$ cat src/rtl/cnn_eval_if.sv
// Bus between the evaluation sequencer and its environment: pixel/label RAM
// read ports, the chip's serial pixel/decision pins, run control and scoreboard.
interface cnn_eval_if #(
   parameter int PIX_W   = 8,
   parameter int IDX_W   = 10,
   parameter int ADDR_W  = 20,
   parameter int CLASS_W = 4
);
   logic               start;
   logic               mode_rand;
   logic [ADDR_W-1:0]  pix_addr;
   logic [PIX_W-1:0]   pix_rdata;
   logic [IDX_W-1:0]   lbl_addr;
   logic [CLASS_W-1:0] lbl_rdata;
   logic               dut_rst_n;
   logic [PIX_W-1:0]   dut_data;
   logic [CLASS_W-1:0] dut_decision;
   logic               dut_valid;
   logic               busy;
   logic               done;
   logic               res_valid;
   logic               res_hit;
   logic [IDX_W-1:0]   res_idx;
   logic [IDX_W:0]     img_cnt;
   logic [IDX_W:0]     hit_cnt;
   logic [IDX_W:0]     to_cnt;

   modport master (
      input  start, mode_rand, pix_rdata, lbl_rdata, dut_decision, dut_valid,
      output pix_addr, lbl_addr, dut_rst_n, dut_data, busy, done,
             res_valid, res_hit, res_idx, img_cnt, hit_cnt, to_cnt
   );

   modport slave (
      output start, mode_rand, pix_rdata, lbl_rdata, dut_decision, dut_valid,
      input  pix_addr, lbl_addr, dut_rst_n, dut_data, busy, done,
             res_valid, res_hit, res_idx, img_cnt, hit_cnt, to_cnt
   );
endinterface

$ cat src/rtl/cnn_eval_sequencer.sv
// Evaluation sequencer: per image, pulses chip reset, streams pixels from RAM,
// waits for the chip decision (with timeout) and scores it against the label RAM.
module cnn_eval_sequencer #(
   parameter int          PIX_W      = 8,
   parameter int          IMG_PIXELS = 784,
   parameter int          NUM_IMG    = 1000,
   parameter int          IDX_W      = 10,
   parameter int          ADDR_W     = 20,
   parameter int          CLASS_W    = 4,
   parameter int          RST_CYC    = 2,
   parameter int          TIMEOUT    = 4096,
   parameter logic [15:0] LFSR_SEED  = 16'hACE1
) (
   input  logic       clk,
   input  logic       rst,
   cnn_eval_if.master bus
);
   typedef enum logic [2:0] {
      S_IDLE, S_PICK, S_DRST, S_STREAM, S_WAIT, S_SCORE, S_DONE
   } state_e;

   localparam int P_W   = $clog2(IMG_PIXELS + 2);
   localparam int W_W   = $clog2(TIMEOUT + 1);
   localparam int C_W   = $clog2(RST_CYC + 1);
   localparam int CNT_W = IDX_W + 1;
   localparam logic [CNT_W-1:0] NUM_IMG_C = CNT_W'(NUM_IMG);

   state_e             state_q, state_d;
   logic               mode_q, mode_d;
   logic [15:0]        lfsr_q, lfsr_d, lfsr_nxt;
   logic [IDX_W-1:0]   sel_q, sel_d, sel_c;
   logic [ADDR_W-1:0]  base_q, base_d;
   logic [C_W-1:0]     cyc_q, cyc_d;
   logic [P_W-1:0]     pix_q, pix_d;
   logic [W_W-1:0]     wcnt_q, wcnt_d;
   logic [CLASS_W-1:0] label_q, label_d, dec_q, dec_d;
   logic               tmo_q, tmo_d;
   logic [PIX_W-1:0]   data_q, data_d;
   logic [CNT_W-1:0]   img_q, img_d, hit_q, hit_d, to_q, to_d;
   logic               pick_ok, hit_c;

   assign lfsr_nxt = {lfsr_q[0] ^ lfsr_q[2] ^ lfsr_q[3] ^ lfsr_q[5], lfsr_q[15:1]};
   assign sel_c    = mode_q ? lfsr_nxt[IDX_W-1:0] : img_q[IDX_W-1:0];
   // Random mode rejects LFSR draws that fall outside the image set
   assign pick_ok  = !mode_q || ({1'b0, lfsr_nxt[IDX_W-1:0]} < NUM_IMG_C);
   assign hit_c    = (dec_q == label_q) && !tmo_q;

   always_comb begin
      state_d = state_q;
      mode_d  = mode_q;
      lfsr_d  = lfsr_q;
      sel_d   = sel_q;
      base_d  = base_q;
      cyc_d   = cyc_q;
      pix_d   = pix_q;
      wcnt_d  = wcnt_q;
      label_d = label_q;
      dec_d   = dec_q;
      tmo_d   = tmo_q;
      data_d  = data_q;
      img_d   = img_q;
      hit_d   = hit_q;
      to_d    = to_q;
      case (state_q)
         S_IDLE: begin
            if (bus.start) begin
               img_d   = '0;
               hit_d   = '0;
               to_d    = '0;
               mode_d  = bus.mode_rand;
               state_d = S_PICK;
            end
         end
         S_PICK: begin
            if (mode_q) lfsr_d = lfsr_nxt;
            if (pick_ok) begin
               sel_d   = sel_c;
               base_d  = ADDR_W'(sel_c) * ADDR_W'(IMG_PIXELS);
               cyc_d   = '0;
               state_d = S_DRST;
            end
         end
         S_DRST: begin
            // lbl_addr was presented in PICK, so the label is on lbl_rdata now
            if (cyc_q == '0) label_d = bus.lbl_rdata;
            if (cyc_q == C_W'(RST_CYC - 1)) begin
               pix_d   = '0;
               state_d = S_STREAM;
            end else begin
               cyc_d = cyc_q + 1'b1;
            end
         end
         S_STREAM: begin
            if (pix_q != '0 && pix_q <= P_W'(IMG_PIXELS)) data_d = bus.pix_rdata;
            if (pix_q == P_W'(IMG_PIXELS + 1)) begin
               wcnt_d  = '0;
               state_d = S_WAIT;
            end else begin
               pix_d = pix_q + 1'b1;
            end
         end
         S_WAIT: begin
            if (bus.dut_valid) begin
               dec_d   = bus.dut_decision;
               tmo_d   = 1'b0;
               state_d = S_SCORE;
            end else if (wcnt_q == W_W'(TIMEOUT - 1)) begin
               tmo_d   = 1'b1;
               state_d = S_SCORE;
            end else begin
               wcnt_d = wcnt_q + 1'b1;
            end
         end
         S_SCORE: begin
            img_d   = img_q + 1'b1;
            hit_d   = hit_q + CNT_W'(hit_c);
            to_d    = to_q + CNT_W'(tmo_q);
            state_d = (img_q == NUM_IMG_C - 1'b1) ? S_DONE : S_PICK;
         end
         S_DONE:  state_d = S_IDLE;
         default: state_d = S_IDLE;
      endcase
   end

   always_ff @(posedge clk) begin
      if (rst) begin
         state_q <= S_IDLE;
         mode_q  <= 1'b0;
         lfsr_q  <= LFSR_SEED;
         sel_q   <= '0;
         base_q  <= '0;
         cyc_q   <= '0;
         pix_q   <= '0;
         wcnt_q  <= '0;
         label_q <= '0;
         dec_q   <= '0;
         tmo_q   <= 1'b0;
         data_q  <= '0;
         img_q   <= '0;
         hit_q   <= '0;
         to_q    <= '0;
      end else begin
         state_q <= state_d;
         mode_q  <= mode_d;
         lfsr_q  <= lfsr_d;
         sel_q   <= sel_d;
         base_q  <= base_d;
         cyc_q   <= cyc_d;
         pix_q   <= pix_d;
         wcnt_q  <= wcnt_d;
         label_q <= label_d;
         dec_q   <= dec_d;
         tmo_q   <= tmo_d;
         data_q  <= data_d;
         img_q   <= img_d;
         hit_q   <= hit_d;
         to_q    <= to_d;
      end
   end

   assign bus.busy      = (state_q != S_IDLE) && (state_q != S_DONE);
   assign bus.done      = (state_q == S_DONE);
   assign bus.res_valid = (state_q == S_SCORE);
   assign bus.res_hit   = (state_q == S_SCORE) && hit_c;
   assign bus.res_idx   = sel_q;
   assign bus.lbl_addr  = (state_q == S_PICK) ? sel_c : sel_q;
   assign bus.pix_addr  = (state_q == S_STREAM && pix_q < P_W'(IMG_PIXELS)) ?
                          base_q + ADDR_W'(pix_q) : '0;
   assign bus.dut_rst_n = (state_q == S_STREAM) || (state_q == S_WAIT) ||
                          (state_q == S_SCORE);
   assign bus.dut_data  = data_q;
   assign bus.img_cnt   = img_q;
   assign bus.hit_cnt   = hit_q;
   assign bus.to_cnt    = to_q;
endmodule

$ cat src/flat_wrapper.sv
// flat-port wrapper written by rule: the top's interface ports become plain ports
module cnn_eval_sequencer_flat 
#(
   parameter int          PIX_W      = 8,
   parameter int          IMG_PIXELS = 784,
   parameter int          NUM_IMG    = 1000,
   parameter int          IDX_W      = 10,
   parameter int          ADDR_W     = 20,
   parameter int          CLASS_W    = 4,
   parameter int          RST_CYC    = 2,
   parameter int          TIMEOUT    = 4096,
   parameter logic [15:0] LFSR_SEED  = 16'hACE1
)
  (clk, rst, bus_start, bus_mode_rand, bus_pix_rdata, bus_lbl_rdata, bus_dut_decision, bus_dut_valid, bus_pix_addr, bus_lbl_addr, bus_dut_rst_n, bus_dut_data, bus_busy, bus_done, bus_res_valid, bus_res_hit, bus_res_idx, bus_img_cnt, bus_hit_cnt, bus_to_cnt);
  cnn_eval_if #(.PIX_W(PIX_W), .IDX_W(IDX_W), .ADDR_W(ADDR_W), .CLASS_W(CLASS_W)) bus_i ();
  input  logic clk;
  input  logic rst;
  input wire logic [$bits(bus_i.start)-1:0] bus_start;
  input wire logic [$bits(bus_i.mode_rand)-1:0] bus_mode_rand;
  input wire logic [$bits(bus_i.pix_rdata)-1:0] bus_pix_rdata;
  input wire logic [$bits(bus_i.lbl_rdata)-1:0] bus_lbl_rdata;
  input wire logic [$bits(bus_i.dut_decision)-1:0] bus_dut_decision;
  input wire logic [$bits(bus_i.dut_valid)-1:0] bus_dut_valid;
  output wire logic [$bits(bus_i.pix_addr)-1:0] bus_pix_addr;
  output wire logic [$bits(bus_i.lbl_addr)-1:0] bus_lbl_addr;
  output wire logic [$bits(bus_i.dut_rst_n)-1:0] bus_dut_rst_n;
  output wire logic [$bits(bus_i.dut_data)-1:0] bus_dut_data;
  output wire logic [$bits(bus_i.busy)-1:0] bus_busy;
  output wire logic [$bits(bus_i.done)-1:0] bus_done;
  output wire logic [$bits(bus_i.res_valid)-1:0] bus_res_valid;
  output wire logic [$bits(bus_i.res_hit)-1:0] bus_res_hit;
  output wire logic [$bits(bus_i.res_idx)-1:0] bus_res_idx;
  output wire logic [$bits(bus_i.img_cnt)-1:0] bus_img_cnt;
  output wire logic [$bits(bus_i.hit_cnt)-1:0] bus_hit_cnt;
  output wire logic [$bits(bus_i.to_cnt)-1:0] bus_to_cnt;
  assign bus_i.start = bus_start;
  assign bus_i.mode_rand = bus_mode_rand;
  assign bus_i.pix_rdata = bus_pix_rdata;
  assign bus_i.lbl_rdata = bus_lbl_rdata;
  assign bus_i.dut_decision = bus_dut_decision;
  assign bus_i.dut_valid = bus_dut_valid;
  assign bus_pix_addr = bus_i.pix_addr;
  assign bus_lbl_addr = bus_i.lbl_addr;
  assign bus_dut_rst_n = bus_i.dut_rst_n;
  assign bus_dut_data = bus_i.dut_data;
  assign bus_busy = bus_i.busy;
  assign bus_done = bus_i.done;
  assign bus_res_valid = bus_i.res_valid;
  assign bus_res_hit = bus_i.res_hit;
  assign bus_res_idx = bus_i.res_idx;
  assign bus_img_cnt = bus_i.img_cnt;
  assign bus_hit_cnt = bus_i.hit_cnt;
  assign bus_to_cnt = bus_i.to_cnt;
  cnn_eval_sequencer #(.PIX_W(PIX_W), .IMG_PIXELS(IMG_PIXELS), .NUM_IMG(NUM_IMG), .IDX_W(IDX_W), .ADDR_W(ADDR_W), .CLASS_W(CLASS_W), .RST_CYC(RST_CYC), .TIMEOUT(TIMEOUT), .LFSR_SEED(LFSR_SEED)) u_core (.clk(clk), .rst(rst), .bus(bus_i));
endmodule
$ cat config.mk
export PLATFORM = sky130hd
export DESIGN_NAME = cnn_eval_sequencer_flat
export DESIGN_NICKNAME = d
export VERILOG_FILES = /design/src/rtl/cnn_eval_if.sv /design/src/rtl/cnn_eval_sequencer.sv /design/src/flat_wrapper.sv
export SDC_FILE = /design/constraint.sdc
export NUM_CORES = 1
export LEC_CHECK = 0
export ABC_AREA = 1
export CAP_MARGIN = 20
export CELL_PAD_IN_SITES_DETAIL_PLACEMENT = 2
export CELL_PAD_IN_SITES_GLOBAL_PLACEMENT = 2
export CORE_MARGIN = 2
export CORE_UTILIZATION = 32
export CTS_BUF_LIST = sky130_fd_sc_hd__clkbuf_8
export DETAILED_ROUTE_END_ITERATION = 12
export GPL_ROUTABILITY_DRIVEN = 0
export PLACE_DENSITY = 0.83
export REMOVE_ABC_BUFFERS = 1
export SYNTH_ARGS = -nofsm -noshare
export SYNTH_HDL_FRONTEND = slang
export SYNTH_SLANG_ARGS = --single-unit
$ cat constraint.sdc
create_clock -name clk -period 7.4 [get_ports clk]
set_input_delay 1.48 -clock clk [delete_from_list [all_inputs] [get_ports clk]]
set_output_delay 1.48 -clock clk [all_outputs]
set_load 0.01 [all_outputs]
==> impl_metrics.toml, run 1 <==
[outcome]
status = "complete, no violations"

[global_route]
grt_pass1_wl_um = 41800
grt_max_degree = 53
antenna_found_initial = 0
gr-usage-all-layers = 0.216
grt_pass1_vias = 8300
gr-total-overflow = 0

[synthesis]
yosys.area.top_type_share = 0.325
synth-seq-cells = 117
synth_edf_count = 0
synth_area_um2 = 7220
ys_types = 38
synthFlopType = "dfxtp_1"
yosysSeqAreaShare = 0.325
synthTopCellsByArea = "dfxtp_1, nand2_1, ha_1, nor2_1, a21oi_1"
synthTopCellsByCount = "nand2_1, nor2_1, inv_1"
postSynthCellCount = 1090
yosys.cell_count.top_type = "nand2_1"
async_reset_ff_frac = 0
synth_warnings = 0
yosysTopAreaCell = "dfxtp_1"
syn_area_per_cell_um2 = 6.62

[worst_setup_path]
crit_top_cell = "nand2_1"
path_max_fanout = 7
required_ns = 5.92
slowest_stage = "clkdlybuf4s50_1"
cp_num_buf_inv = 1
cp-start-kind = "register"
end_kind = "output port"
path_cells = "ha_1 -> fa_1 -> nand3_1 -> nand3_1 -> nand2_1 -> nand2_1 -> nand2_1 -> o21ai_0 -> nor2_1 -> clkdlybuf4s50_1"
timing_worst_setup_path_type = "register to output port"
critPathTopFamily = "simple AND/OR/NAND/NOR gates"
cpPeakStageDelay_ns = 0.54
worst_ep_arrival_time_ns = 2.80

[final_layout]
final_net_count = 1263
n_antenna_cell = 0
area_growth_pct = 22.6
drive_above_1_share = 0.0494

[sta]
slew-limit-headroom = 0.315
clock_skew_ns = 0.0165
fin_crit_sh = 0.578
min_period_ns = 4.28
finalSetupViolCount = 0
drv_slew = 0
hold_viol = 0
worstMarginPinSlew_ns = 1.02
rsz0062_at_grt = "false"
fmax_mhz = 234
finalSetupTns_ns = 0

[floorplanning]
die-area_um2 = 23800
coreArea_um2 = 22000
die_width_um = 154
pin_count = 107
die_h_um = 154
start_util = 0.329
rows = 54

[power_and_ir_drop]
switching_share = 0.423
power_switching_mw = 1.01
pwr-share-comb = 0.417
p_per_area_nw_per_um2 = 271
leakagePower_nw = 3.62
p_clk_frac = 0.238
seq_power_share = 0.346
peakVddDrop_mv = 0.0953
internal_power_mw = 1.38
power_mw = 2.40

[placed_design]
dp_hpwl_um = 18500
numPortBuffers = 106

[clock_tree]
root_buffer = "clkbuf_8"
hold_buffers = 0
clk_pin_slew_ns = 0.07
cts_resized = 0
insertion_delay_ns = 0.45
clock-sinks = 117
clk_path_buf_depth = 2
tritoncts = "done"
cts_buffers = 17
cts_htree_levels = 4
cts_setup_buffers = 0

[drt]
drc = 0
routed_wl_um = 24900
final_antenna_net_count = 0
vias = 7574
drt_iter0_drc = 234
wl_per_cell_um = 16.9
dr.pass1.iters = 5
avgViaCountPerCell = 5.13

[hold_path]
hold_path.class = "register to register"

[run]
cap_viol_max_count = 0
state kept, by name (all words and copies together) (netlist names), 3 cells and up:
name,flops
u_core.bus.to_cnt,11
u_core.bus.res_idx,10
u_core.bus.hit_cnt,11
u_core.bus.img_cnt,11
u_core.lfsr_q,16
u_core.wcnt_q,13
u_core.bus.dut_data,8
u_core.base_q,12
u_core.label_q,4
u_core.dec_q,4
u_core.state_q,3
u_core.pix_q,10
power groups by stage:
stage | clock [mW] | combinational [mW] | sequential (mW)
after global routing | 0.617 | 1.13 | 0.845
after floorplan | 0 | 0.591 | 0.821
after detailed placement | 0 | 1.00 | 0.842
final | 0.570 | 0.999 | 0.829
after global placement | 0 | 0.961 | 0.834
after CTS | 0.590 | 1.02 | 0.829
area by class of cell:
class | instances | area [µm²]
clock buffers | 21 | 289
clock inverters | 9 | 80.1
fillers | 2660 | 13100
inverters | 127 | 479
multi-input cells | 813 | 4230
flip-flops and latches | 117 | 2340
well taps | 280 | 350
repair buffers | 108 | 1070
stage by stage:
stage               cells  instance area [µm²]   util  hold WS, ns  setup WS [ns]
floorplan            1057                 7050      -        0.429           4.21
global placement     1445                 8470  0.386        0.443           3.64
detailed placement   1445                 8470  0.386        0.455           3.57
CTS                  1475                 8840  0.403        0.478           3.08
global route         1475                 8840  0.403        0.509           2.85
finish               1475                 8840  0.403        0.480           3.12
kinds of logic (layout without fill, tap and decap cells):
group                    Yosys count  count (layout)  share of synthesized area
adder cells (fa/ha/maj)           58              58                      0.107
buffers and inverters            160             265                     0.0890
flip-flops                       117             117                      0.325
AO/OA/AOI/OAI                    206             206                      0.153
AND/OR/NAND/NOR                  535             535                      0.310
XOR/XNOR                          14              14                     0.0170
cells in the final DEF (no fill, tap or decap), drive strengths merged, types with 8 or more instances in the layout:
cell type / instances
nor3: 12
a21oi: 100
nor2: 140
o21ai: 82
nand4: 15
ha: 52
clkbuf: 21
inv: 128
clkdlybuf4s50: 105
nand2: 279
nand3: 82
dfxtp: 117
xnor2: 8
per-layer routing:
| metal | up-vias | global-route usage | wire length [µm] |
|---|---|---|---|
| met5 | - | 0 | 0 |
| met4 | 0 | 0.0516 | 267 |
| met3 | 25 | 0.0505 | 852 |
| met2 | 94 | 0.393 | 12800 |
| met1 | 3721 | 0.257 | 11100 |
| li1 | 3734 | - | - |
final timing paths:
path,cells after the start,endpoint,slack (ns),start
worst max-delay path,10,bus_pix_addr[16],3.12,u_core.pix_q[4]$_SDFFE_PP0P_
worst max register to register,16,u_core.base_q[16]$_SDFFE_PP0P_,3.64,u_core.mode_q$_SDFFE_PP0P_
worst min-delay path,2,u_core.wcnt_q[12]$_SDFFE_PP0P_,0.48,u_core.wcnt_q[12]$_SDFFE_PP0P_
worst min register to register,2,u_core.wcnt_q[12]$_SDFFE_PP0P_,0.48,u_core.wcnt_q[12]$_SDFFE_PP0P_
worst min-delay path, stage by stage (launching register included):
cell and delay, ns:
dfxtp_1 0.33, nand3_1 0.08, inv_1 0.04
No activity file was read; power rests on OpenSTA's default activity.
==> run 2, diff against run 1 <==
--- a/config.mk
+++ b/config.mk
@@ -10,11 +10,11 @@
 export CELL_PAD_IN_SITES_DETAIL_PLACEMENT = 2
 export CELL_PAD_IN_SITES_GLOBAL_PLACEMENT = 2
 export CORE_MARGIN = 2
-export CORE_UTILIZATION = 32
+export CORE_UTILIZATION = 28
 export CTS_BUF_LIST = sky130_fd_sc_hd__clkbuf_8
 export DETAILED_ROUTE_END_ITERATION = 12
 export GPL_ROUTABILITY_DRIVEN = 0
-export PLACE_DENSITY = 0.83
+export PLACE_DENSITY = 0.77
 export REMOVE_ABC_BUFFERS = 1
 export SYNTH_ARGS = -nofsm -noshare
 export SYNTH_HDL_FRONTEND = slang
==> constraint.sdc (replaced) <==
create_clock -name clk -period 3.61 [get_ports clk]
set_input_delay 0.722 -clock clk [delete_from_list [all_inputs] [get_ports clk]]
set_output_delay 0.722 -clock clk [all_outputs]
set_load 0.01 [all_outputs]
==> run 2 against run 1 <==
Highest routed layer unchanged. Via count down 0.34%. Register-to-register slack worse by 3.3 ns. Die area rose by 14%. Global-route usage is 2.6 points lower. Clock skew decreased by 0.0042 ns. Final cell count grew 3.9%. First-iteration DRC count increased by 3.4%. Power grew 110%. Design area rose by 1.8%. Sequential power grew 100%. Hold slack worse by 0.017 ns. Critical path type unchanged. Critical path depth did not move.
==> impl_metrics.toml, run 2 (same netlist as run 1, synthesis figures left out) <==
[outcome]
status = "complete, no violations"

[drt]
dr.pass1.iters = 4
final_antenna_net_count = 0
routed_wl_um = 24900
drc = 0
wl_per_cell_um = 16.2
vias = 7548
avgViaCountPerCell = 4.92
drt_iter0_drc = 242

[worst_setup_path]
slowest_stage = "clkdlybuf4s50_1"
timing_worst_setup_path_type = "register to output port"
cpPeakStageDelay_ns = 0.54
worst_ep_arrival_time_ns = 2.69
crit_top_cell = "nand2_1"
required_ns = 2.89
cp-start-kind = "register"
end_kind = "output port"
path_cells = "ha_1 -> fa_2 -> nand3_1 -> nand3_2 -> nand2_1 -> nand2_1 -> nand2_1 -> o21ai_0 -> nor2_1 -> clkdlybuf4s50_1"
path_max_fanout = 7

[run]
cap_viol_max_count = 0

[clock_tree]
clk_pin_slew_ns = 0.07
clk_path_buf_depth = 2
cts_htree_levels = 4
root_buffer = "clkbuf_8"
cts_buffers = 17
hold_buffers = 0
tritoncts = "done"
clock-sinks = 117
insertion_delay_ns = 0.44

[power_and_ir_drop]
p_per_area_nw_per_um2 = 553
leakagePower_nw = 3.67
power_mw = 4.97
peakVddDrop_mv = 0.206

[sta]
fin_crit_sh = 0.946
drv_slew = 0
rsz0062_at_grt = "true"
fmax_mhz = 293
slew-limit-headroom = 0.577
finalSetupViolCount = 0
clock_skew_ns = 0.0123
hold_viol = 0
worstMarginPinSlew_ns = 0.635
min_period_ns = 3.42

[final_layout]
final_cell_mix = "nand2_1, nor2_1, inv_1, dfxtp_1, clkdlybuf4s50_1"
drive_above_1_share = 0.0590
area_growth_pct = 24.7
final_common_cell = "nand2_1"
area.sequential_um2 = 2350
multi_input_area_um2 = 4240
utilization = 0.356
final_net_count = 1274
nFillCells = 3066
reg.largest.list = "u_core.lfsr_q (16), u_core.wcnt_q (13), u_core.base_q (12)"
largest_register_ffs = 16
regMostFlops = "u_core.lfsr_q"
n_antenna_cell = 0

[global_route]
antenna_found_initial = 0
grt_pass1_vias = 8112
grt_max_degree = 49
gr-total-overflow = 0
gr-usage-all-layers = 0.190
grt_pass1_wl_um = 41100

[floorplanning]
die_h_um = 165
coreArea_um2 = 25300
start_util = 0.286
die_width_um = 165
die-area_um2 = 27100
rows = 58
pin_count = 107

[hold_path]
hold_path.class = "register to register"

[placed_design]
numPortBuffers = 106
dp_hpwl_um = 18700
## run 2: cell types whose count changed in the layout (fill, tap and decap cells not counted), sizes merged
cell	delta
buf	+11
clkinv	-2
bufinv	+1
clkbuf	-1
clkinvlp	-1
## run 2: stage by stage
step                      setup TNS [ns]  hold WS, ns  std cells  setup slack, ns  cell area (µm²)
after floorplan                        0        0.429       1057            0.417             7050
after global placement                 0        0.442       1506            0.287             8620
after detailed placement               0        0.451       1506            0.127             8620
after CTS                              0        0.464       1533           0.0387             8990
after global routing           -0.000836        0.489       1533        -0.000836             9000
final                                  0        0.463       1533            0.193             9000
## run 2: final timing paths
kind                            slack (ns)                        endpoint                                from  cells past startpoint
worst max-delay path                  0.19                bus_pix_addr[16]        u_core.pix_q[4]$_SDFFE_PP0P_                     10
worst min register to register        0.46  u_core.lfsr_q[11]$_SDFFE_PP1P_      u_core.lfsr_q[11]$_SDFFE_PP1P_                      2
worst min-delay path                  0.46  u_core.lfsr_q[11]$_SDFFE_PP1P_      u_core.lfsr_q[11]$_SDFFE_PP1P_                      2
worst max register to register        0.31  u_core.base_q[16]$_SDFFE_PP0P_  u_core.bus.img_cnt[4]$_SDFFE_PP0P_                     14
## run 2: layout make-up
class                           count  area share
Sequential cell                   117       0.261
Clock buffer                       20      0.0306
Tap cell                          330      0.0459
Clock inverter                      7     0.00945
Timing Repair Buffer              119       0.128
Multi-Input combinational cell    813       0.471
Inverter                          127      0.0537
## run 2: routing by layer
metal | share of wire | vias to the layer above | track usage
met5 | 0 | - | 0
met3 | 0.032 | 17 | 0.0344
met1 | 0.46 | 3686 | 0.235
met4 | 0.0090 | 0 | 0.0419
li1 | - | 3752 | -
met2 | 0.50 | 93 | 0.342
## run 2: worst max-delay path, delay by kind of cell, from the launching register on
kind / cells / cell delay [ns]
AOI/OAI and AO/OA: 1 / 0.08
adders and majority gates: 2 / 0.58
buffers and inverters: 1 / 0.54
DFF: 1 / 0.37
and+or+nand+nor: 6 / 0.68
## run 2: report_power, final
part           switching, mW  internal, mW  total [mW]
Combinational           1.32         0.789        2.11
Clock                  0.540         0.642        1.18
Sequential             0.201          1.49        1.69
## run 2: what timing repair did
item,in CTS,in global routing
buffers inserted,0,0
setup endpoints to repair,3,15
resized for setup,2,8
==> run 3, diff against run 2 <==
--- a/config.mk
+++ b/config.mk
@@ -15,6 +15,7 @@
 export DETAILED_ROUTE_END_ITERATION = 12
 export GPL_ROUTABILITY_DRIVEN = 0
 export PLACE_DENSITY = 0.77
+export RECOVER_POWER = 100
 export REMOVE_ABC_BUFFERS = 1
 export SYNTH_ARGS = -nofsm -noshare
 export SYNTH_HDL_FRONTEND = slang
==> run 3 against run 2 <==
Sequential share of layout area up 0.14 points. Fmax about the same. Clock skew about the same. The run now ends with capacitance limit, slew limit left. Critical path type unchanged. Critical path depth unchanged.
==> impl_metrics.toml, run 3 (same netlist as run 1, synthesis figures left out) <==
[clock_tree]
cts_htree_levels = 4
hold_buffers = 0
cts_buffers = 17
cts_resized = 2
clock-sinks = 117
insertion_delay_ns = 0.44
clk_path_buf_depth = 2
cts_setup_buffers = 0
root_buffer = "clkbuf_8"
clk_pin_slew_ns = 0.07
tritoncts = "done"

[sta]
fmax_mhz = 293
min_period_ns = 3.42
finalSetupViolCount = 0
drv_slew = 37
clock_skew_ns = 0.0122
finalWorstSetupSlack_ns = 0.194
finalSetupTns_ns = 0
hold_viol = 0
hold_slack_ns = 0.463
rsz0062_at_grt = "true"
slew-limit-headroom = -0.123
fin_crit_sh = 0.946
worstMarginPinSlew_ns = 1.68

[floorplanning]
die_h_um = 165
rows = 58
start_util = 0.286
pin_count = 107
die-area_um2 = 27100
die_width_um = 165
coreArea_um2 = 25300

[final_layout]
final_cell_mix = "nand2_1, nor2_1, inv_1, dfxtp_1, a21oi_1"
utilization = 0.354
finalNonFillerCells = 1533
area_growth_pct = 24.1
n_antenna_cell = 0
nFillCells = 3070
largest_register_ffs = 16
final_common_cell = "nand2_1"
drive_above_1_share = 0.0432
final_net_count = 1274
reg.largest.list = "u_core.lfsr_q (16), u_core.wcnt_q (13), u_core.base_q (12)"
regMostFlops = "u_core.lfsr_q"

[drt]
drt_iter0_drc = 263
vias = 7533
final_antenna_net_count = 0
wl_per_cell_um = 16.2
avgViaCountPerCell = 4.91
routed_wl_um = 24900
dr.pass1.iters = 4
drc = 0

[worst_setup_path]
timing_worst_setup_path_type = "register to output port"
path_max_fanout = 7
cp_num_buf_inv = 1
required_ns = 2.89
critPathTopFamily = "simple AND/OR/NAND/NOR gates"
worst_ep_arrival_time_ns = 2.69
cp-start-kind = "register"
path_cells = "ha_1 -> fa_2 -> nand3_1 -> nand3_2 -> nand2_1 -> nand2_1 -> nand2_1 -> o21ai_0 -> nor2_1 -> clkdlybuf4s50_1"
end_kind = "output port"
cpPeakStageDelay_ns = 0.54
slowest_stage = "clkdlybuf4s50_1"
crit_top_cell = "nand2_1"

[global_route]
gr-total-overflow = 0
gr-usage-all-layers = 0.190
grt_max_degree = 49
antenna_found_initial = 0
grt_pass1_vias = 8112
grt_pass1_wl_um = 41100

[placed_design]
numPortBuffers = 106
dp_hpwl_um = 18700
place_ws_ns = 0.127
dp_cells = 1506

[outcome]
status = "finished with violations"
violations = "capacitance limit, slew limit"

[run]
cap_viol_max_count = 1

[power_and_ir_drop]
internal_power_mw = 2.88
switching_share = 0.414
p_per_area_nw_per_um2 = 549
seq_power_share = 0.342
pwr-share-comb = 0.418
power_switching_mw = 2.04
leakagePower_nw = 3.84
peakVddDrop_mv = 0.205
p_clk_frac = 0.240

[hold_path]
hold_path.class = "register to register"
-- run 3: cell count changes in the layout (fill, tap and decap cells not counted), sizes merged --
cell / previous run / this run
buf: 14 / 9
dlygate4sd3: 0 / 54
clkdlybuf4s50: 105 / 51
clkbuf: 20 / 25
-- run 3: worst paths after layout --
kind | startpoint | cells past startpoint | end | slack [ns]
worst max-delay path | u_core.pix_q[4]$_SDFFE_PP0P_ | 10 | bus_pix_addr[16] | 0.19
worst min-delay path | u_core.lfsr_q[11]$_SDFFE_PP1P_ | 2 | u_core.lfsr_q[11]$_SDFFE_PP1P_ | 0.46
worst max register to register | u_core.mode_q$_SDFFE_PP0P_ | 16 | u_core.base_q[16]$_SDFFE_PP0P_ | 0.31
worst min register to register | u_core.lfsr_q[11]$_SDFFE_PP1P_ | 2 | u_core.lfsr_q[11]$_SDFFE_PP1P_ | 0.46
-- run 3: cell type report --
type | count | area [µm²] | area share
inverter | 127 | 483 | 0.0539
clock inverter | 7 | 85.1 | 0.00950
sequential | 117 | 2350 | 0.262
timing repair buffer | 119 | 1140 | 0.127
clock buffer | 20 | 275 | 0.0307
tap | 330 | 413 | 0.0461
multi-input combinational | 813 | 4210 | 0.470
-- run 3: power by group through the flow --
| stage | registers [mW] | logic (mW) | clock network [mW] |
|---|---|---|---|
| floorplan | 1.68 | 1.21 | 0 |
| global placement | 1.71 | 2.06 | 0 |
| detailed placement | 1.72 | 2.13 | 0 |
| CTS | 1.69 | 2.15 | 1.22 |
| global route | 1.71 | 2.32 | 1.28 |
| finish | 1.68 | 2.05 | 1.18 |
-- run 3: per-layer routing --
metal,track usage,vias to the layer above,share of wire
met5,0,-,0
met1,0.235,3681,0.46
met3,0.0344,17,0.031
met2,0.342,83,0.50
li1,-,3752,-
met4,0.0419,0,0.0091
-- run 3: through the flow --
stage / cell area (µm²) / power (mW)
2_1_floorplan: 7050 / 2.90
3_3_place_gp: 8620 / 3.76
3_5_place_dp: 8620 / 3.84
4_1_cts: 8990 / 5.06
5_1_grt: 8950 / 5.32
6_report: 8950 / 4.91
-- run 3: worst reg2reg max path, cell delays in order, from the launching register on --
cell and delay [ns]:
dfxtp_4 0.40, inv_1 0.12, nand2_1 0.08, nand2_1 0.11, ha_1 0.34, fa_1 0.47
ha_1 0.31, ha_1 0.25, fa_1 0.42, nand3_1 0.10, nand2_1 0.11, nand3_1 0.09
nand2_1 0.08, nand2_1 0.08, nand2_1 0.05, o21bai_1 0.14, inv_1 0.05
